$ cat src/rtl/fibonacci_sequencer.sv
// Iterative Fibonacci engine: accepts an index n, walks the series one term per
// cycle while streaming each term, then holds F(n) mod 2^WIDTH plus an overflow flag.
module fibonacci_sequencer #(
    parameter int WIDTH = 32,
    parameter int IDXW  = 6
) (
    input  logic             clk,
    input  logic             rst_n,
    input  logic             req_valid,
    input  logic [IDXW-1:0]  req_n,
    output logic             req_ready,
    input  logic             abort,
    output logic             res_valid,
    output logic [WIDTH-1:0] res_data,
    output logic             res_ovf,
    input  logic             res_ready,
    output logic             seq_valid,
    output logic [WIDTH-1:0] seq_data,
    output logic             busy
);

    typedef enum logic [1:0] {
        S_IDLE = 2'd0,
        S_RUN  = 2'd1,
        S_DONE = 2'd2
    } state_t;

    state_t             state_q, state_d;
    logic [WIDTH-1:0]   a_q, a_d;
    logic [WIDTH-1:0]   b_q, b_d;
    logic [IDXW-1:0]    cnt_q, cnt_d;
    logic               ovf_q, ovf_d;
    logic [WIDTH-1:0]   res_data_q, res_data_d;
    logic               res_ovf_q, res_ovf_d;
    logic               out_of_reset_q;
    logic [WIDTH:0]     sum;

    // Keeps req_ready low until the first edge after rst_n releases.
    always_ff @(posedge clk or negedge rst_n) begin
        if (!rst_n) begin
            out_of_reset_q <= 1'b0;
        end else begin
            out_of_reset_q <= 1'b1;
        end
    end

    always_ff @(posedge clk or negedge rst_n) begin
        if (!rst_n) begin
            state_q    <= S_IDLE;
            a_q        <= '0;
            b_q        <= '0;
            cnt_q      <= '0;
            ovf_q      <= 1'b0;
            res_data_q <= '0;
            res_ovf_q  <= 1'b0;
        end else begin
            state_q    <= state_d;
            a_q        <= a_d;
            b_q        <= b_d;
            cnt_q      <= cnt_d;
            ovf_q      <= ovf_d;
            res_data_q <= res_data_d;
            res_ovf_q  <= res_ovf_d;
        end
    end

    always_comb begin
        state_d    = state_q;
        a_d        = a_q;
        b_d        = b_q;
        cnt_d      = cnt_q;
        ovf_d      = ovf_q;
        res_data_d = res_data_q;
        res_ovf_d  = res_ovf_q;
        sum        = {1'b0, a_q} + {1'b0, b_q};

        case (state_q)
            S_IDLE: begin
                if (req_valid && req_ready) begin
                    a_d     = '0;
                    b_d     = {{(WIDTH-1){1'b0}}, 1'b1};
                    cnt_d   = req_n;
                    ovf_d   = 1'b0;
                    state_d = S_RUN;
                end
            end
            S_RUN: begin
                if (abort) begin
                    state_d = S_IDLE;
                end else if (cnt_q == '0) begin
                    res_data_d = a_q;
                    res_ovf_d  = ovf_q;
                    state_d    = S_DONE;
                end else begin
                    a_d   = b_q;
                    b_d   = sum[WIDTH-1:0];
                    cnt_d = cnt_q - IDXW'(1);
                    // The b formed at cnt==1 is never returned, so its carry is harmless.
                    if (sum[WIDTH] && (cnt_q > IDXW'(1))) begin
                        ovf_d = 1'b1;
                    end
                end
            end
            S_DONE: begin
                if (res_ready) begin
                    state_d = S_IDLE;
                end
            end
            default: begin
                state_d = S_IDLE;
            end
        endcase
    end

    assign req_ready = (state_q == S_IDLE) && out_of_reset_q;
    assign busy      = (state_q != S_IDLE);
    assign seq_valid = (state_q == S_RUN);
    assign seq_data  = a_q;
    assign res_valid = (state_q == S_DONE);
    assign res_data  = res_data_q;
    assign res_ovf   = res_ovf_q;

endmodule

$ cat config.mk
export PLATFORM = sky130hd
export DESIGN_NAME = fibonacci_sequencer
export DESIGN_NICKNAME = d
export VERILOG_FILES = /design/src/rtl/fibonacci_sequencer.sv
export SDC_FILE = /design/constraint.sdc
export NUM_CORES = 1
export LEC_CHECK = 0
export CORE_MARGIN = 2
export CORE_UTILIZATION = 40
export CTS_BUF_LIST = sky130_fd_sc_hd__clkbuf_4
export DETAILED_ROUTE_END_ITERATION = 6
export PLACE_DENSITY = 0.68
export SETUP_SLACK_MARGIN = 0.15
export SYNTH_ARGS = -nofsm -noshare
export SYNTH_HDL_FRONTEND = slang
export SYNTH_SLANG_ARGS = --single-unit
$ cat constraint.sdc
create_clock -name clk -period 3 [get_ports clk]
set_clock_uncertainty 0.2 [all_clocks]
set_input_delay 0.45 -clock clk [delete_from_list [all_inputs] [get_ports clk]]
set_output_delay 0.45 -clock clk [all_outputs]
set_load 0.05 [all_outputs]
* Word level (Yosys, flattened, before mapping)
Cells that the tools add are included.
Operators by class: add/subtract/negate cells 2, multiply operators 0, div/mod/pow operators 0, $lt $le $gt $ge 1, equal/unequal tests 8, shifts and indexed selects 0, muxes and demuxes 22, bitwise logic cells 1, reduce and logical (&&, ||, !) cells 11
Operators by type and width (count):
- $mux 32 | 6
- $pmux 32 s2 | 2
- $add 32x32->33 | 1
- $mux 6 | 3
- $pmux 6 s2 | 1
- $mux 2 | 4
- $gt 6x1->1 const B | 1
- $logic_not 6->1 | 1
- $ne 2x2->1 const B | 3
- $pmux 2 s3 | 1
- $reduce_and 3->1 | 2
- $sub 6x1->6 const B | 1
- $reduce_and 5->1 | 1
- $mux 1 | 4
- $ne 2x1->1 const B | 2
- $reduce_and 4->1 | 1
- $reduce_bool 2->1 | 2
- $logic_and 1x1->1 | 3
- $ne 3x2->1 const B | 1
- $eq 2x1->1 const B | 1
- $eq 2x2->1 const B | 1
- $logic_not 2->1 | 1
- $pmux 1 s2 | 1
- $not 1->1 | 1
Word-level totals: register bits after elaboration 107, latch bits 0, memory bits (writable) 0, bits in read-only memories 0, bits of input ports 11, output and inout bits 69, logic and storage cells 53, memories 0

* Logic depth before layout (Yosys ltp)
word-level depth 6, depth in mapped cells 10, gate-level depth less buffers 10

* Worst setup path before layout
No wires, ideal clock.
kind register -> register, start register a_q[0] (netlist: seq_data[0]), end register b_q[26], setup time 0.129 ns, arrival time 2.527 ns, data required time 2.671 ns, setup slack 0.144 ns, stages on the path, launching flop included 11, buffers on the path 0, clock period less this slack 2.856 ns, cell sequence dfrtp_1 ha_1 inv_1 fa_1 nand2b_1 a21oi_1 o21ai_0 a31o_2 o31ai_1 xnor2_1 o21ai_1
On the way: word-level cells in the longest chain between the ends 4
Ends and longest elaborated chain:
- start: declaration | RTL line 29 | logic [WIDTH-1:0] a_q, a_d;
- start signal: assignment | RTL line 50 | a_q <= '0;
- start signal: assignment | RTL line 58 | a_q <= a_d;
- $add 32x32->33 | RTL line 75 | sum = {1'b0, a_q} + {1'b0, b_q};
- $mux 32 | RTL line 90 | end else if (cnt_q == '0) begin
- $mux 32 | RTL line 88 | if (abort) begin
- $pmux 32 s2 | RTL line 77 | case (state_q)
- end signal: assignment | RTL line 51 | b_q <= '0;
- end signal: assignment | RTL line 59 | b_q <= b_d;
- end: declaration | RTL line 30 | logic [WIDTH-1:0] b_q, b_d;
Every way passes these cells. The select of a mux whose other input is x is not followed. A chain may end at the register's enable or synchronous reset.

* Worst setup path after layout
start register a_q[11] (netlist: seq_data[11]), end register b_q[31]
The elaborated chain is that of the path after synthesis.

==> results.cfg <==
[outcome]
outcome = finished clean

[detailed_routing]
wl_per_cell_um = 15.9
num_vias = 4979
dr.pass1.iters = 4
post-route-drc-count = 0
ant_nets = 0
vias_per_cell = 5.51
wirelength_um = 14400
first_iter_violations = 341

[synthesis]
ys_ff_latch = 107
avgSynthCellArea_um2 = 9.30
synthCells = 646
ys_seq_area_share_pct = 44.6
ys_warn_count = 0
synth_area_um2 = 6010
synth_mux_area_share_pct = 6.16
synth-simple-area-share_pct = 18.8
ys.flop_type = dfrtp_1
synthXorXnorAreaFrac_pct = 3.50
synth_cell_types = 62
synth_top_family_by_area = simple AND/OR/NAND/NOR gates
synth_compound_area_share_pct = 15.9
synth-edff-count = 0
ys_async_sr_fraction_pct = 100
syn-num-nets = 693
synth-adder-area-share_pct = 7.62

[timing]
fin_setup_tns_ns = 0
maxSlewViolCount = 0
setup_slack_ns = 0.280
fmax_mhz = 368
layout_min_cycle_time_ns = 2.72
hold_viol_final = 0
rsz0062_at_grt = no
timing.final.crit_share_pct = 90.7
relSlewSlack_pct = 64.9
tightest_slew_ns = 0.525
finalSetupViolCount = 0

[clock_tree]
root_buffer = clkbuf_4
cts_buffers = 9
htree_levels = 3
path_clk_slew_ns = 0.17
clock_sinks = 107
clockBufferDepth = 2
cts_tree = built
insertion_delay_ns = 0.50

[global_routing]
antenna_found_initial = 0
grt_pass1_wl_um = 23900
grt_pass1_vias = 4843
track_usage_pct = 18.3
grt-ovfl-total = 0
grt_max_degree = 56

[layout]
final_layout_size_suffix_gt1_share_pct = 12.1
nNetsFinal = 762
finish.instance_area_um2 = 7210
layout.cells.non_filler = 904
layout_common_cells = 113 x nand2_1, 106 x dfrtp_1, 77 x clkdlybuf4s50_1, 62 x nand3_1, 53 x o21ai_0
diodes = 0
synthToLayoutAreaGrowth_pct = 19.9
final_common_cell = nand2_1

[worst_setup_path]
crit_type = reg2reg
critPathRequiredTime_ns = 3.25
cp-start-kind = register
arrival_ns = 2.97
critPathMaxFanout = 6
cp-end-kind = register

[floorplan]
die_h_um = 127
start_util_pct = 41.2
rows = 44
coreArea_um2 = 14600
dieArea_um2 = 16000
dieWidth_um = 127
io_pins = 80

[placed_design]
post_dp_cell_area_um2 = 6990
pre_cts_ws_ns = 0.212
place_inst = 886
place_congestion = 0.899
hpwl_um = 10400
placement.io_buffers = 79

[worst_hold_path]
hold_path.class = in2async

[power_and_ir_drop]
ir_worst_vdd_v = 0.000275
powerDensity_nw_per_um2 = 430
power_uw = 3100
power.leakage_uw = 0.00338

[flow_run]
max-cap-violations = 0
[repair_timing]
action                                 4_1_cts  5_1_grt
buffers inserted                             0        1
endpoints found under the hold margin       43        0
setup endpoints to repair                    0       11
hold buffers                                 1        0
resized for setup                            0       11
[cell usage after synthesis, types with 3 or more instances]
cell type	n	share of area, %
or3_1	5	0.52
nand2b_1	6	0.62
o21ai_1	5	0.42
xor2_1	13	1.9
nand4_1	7	0.73
nand3_1	62	5.2
mux2_2	32	6.0
inv_1	13	0.81
o21ai_0	54	4.5
nor2_1	22	1.4
o21bai_1	5	0.62
xnor2_1	11	1.6
clkbuf_1	18	1.1
and3_1	4	0.42
a21o_1	7	0.87
buf_1	4	0.25
a21oi_1	37	3.1
o21a_1	5	0.62
buf_2	11	0.92
dfrtp_1	107	45
nor3_1	8	0.67
nand2_1	114	7.1
o221ai_1	3	0.44
ha_1	35	7.3
o211ai_1	5	0.62
o31ai_1	7	0.87
[metal layers]
metal	GRT usage, %	wire [um]	vias up
met4	6.59	269	0
li1	-	-	2429
met1	25.0	6920	2414
met3	3.50	523	18
met2	29.2	6700	118
met5	0	0	-
[final cells by class]
cell class,instances,area [um2]
inverter,15,56.3
timing repair buffer,92,903
tap,184,230
clock buffer,9,67.6
multi-input combinational,490,3180
fill,1341,7380
clock inverter,7,91.3
sequential,107,2680
[critical path: stages (launching register included)]
cell and delay, ns:
dfrtp_1 0.45, ha_1 0.42, nand4_1 0.27, o31ai_4 0.50, a31oi_4 0.19, or4b_1 0.53
nand3_1 0.10
[kinds of logic (layout without fill, tap and decap cells)]
kind of cell,Yosys count,after routing
simple gates,245,245
compound gates,151,151
flops,107,107
buf+inv,49,123
fa+ha+maj,36,36
mux,33,33
xor+xnor,24,24
other cells,1,1
[state kept, by name, summed over array words and instances, names as in the netlist]
register,cells
b_q,32
res_ovf,1
state_q,2
cnt_q,6
seq_data,32
res_data,32
ovf_q,1
out_of_reset_q,1
[power breakdown]
group	switching [uW]	total, uW	internal (uW)
clock	499	835	336
sequential	77.4	1610	1530
combinational	441	659	218
total	1020	3100	2080
[path summary, 6_finish.rpt]
check | slack, ns | to | cells past startpoint | start
max | 0.28 | b_q[31] | 6 | seq_data[11]
min in group clk | 0.31 | res_data[1] | 2 | res_data[1]
max in group asynchronous | 1.72 | cnt_q[5] | 3 | rst_n
min | 0.17 | res_data[4] | 2 | rst_n
max reg2reg | 0.28 | b_q[31] | 6 | seq_data[11]
min reg2reg | 0.31 | res_data[1] | 2 | res_data[1]
[per-stage QoR]
stage / hold WS (ns) / utilization [%]
3_3_place_gp: 0.182 / 47.9
4_1_cts: 0.157 / 49.1
2_1_floorplan: -0.0456 / -
5_1_grt: 0.177 / 49.4
6_report: 0.174 / 49.4
3_5_place_dp: 0.185 / 47.9
(Power assumes the default switching activity.)
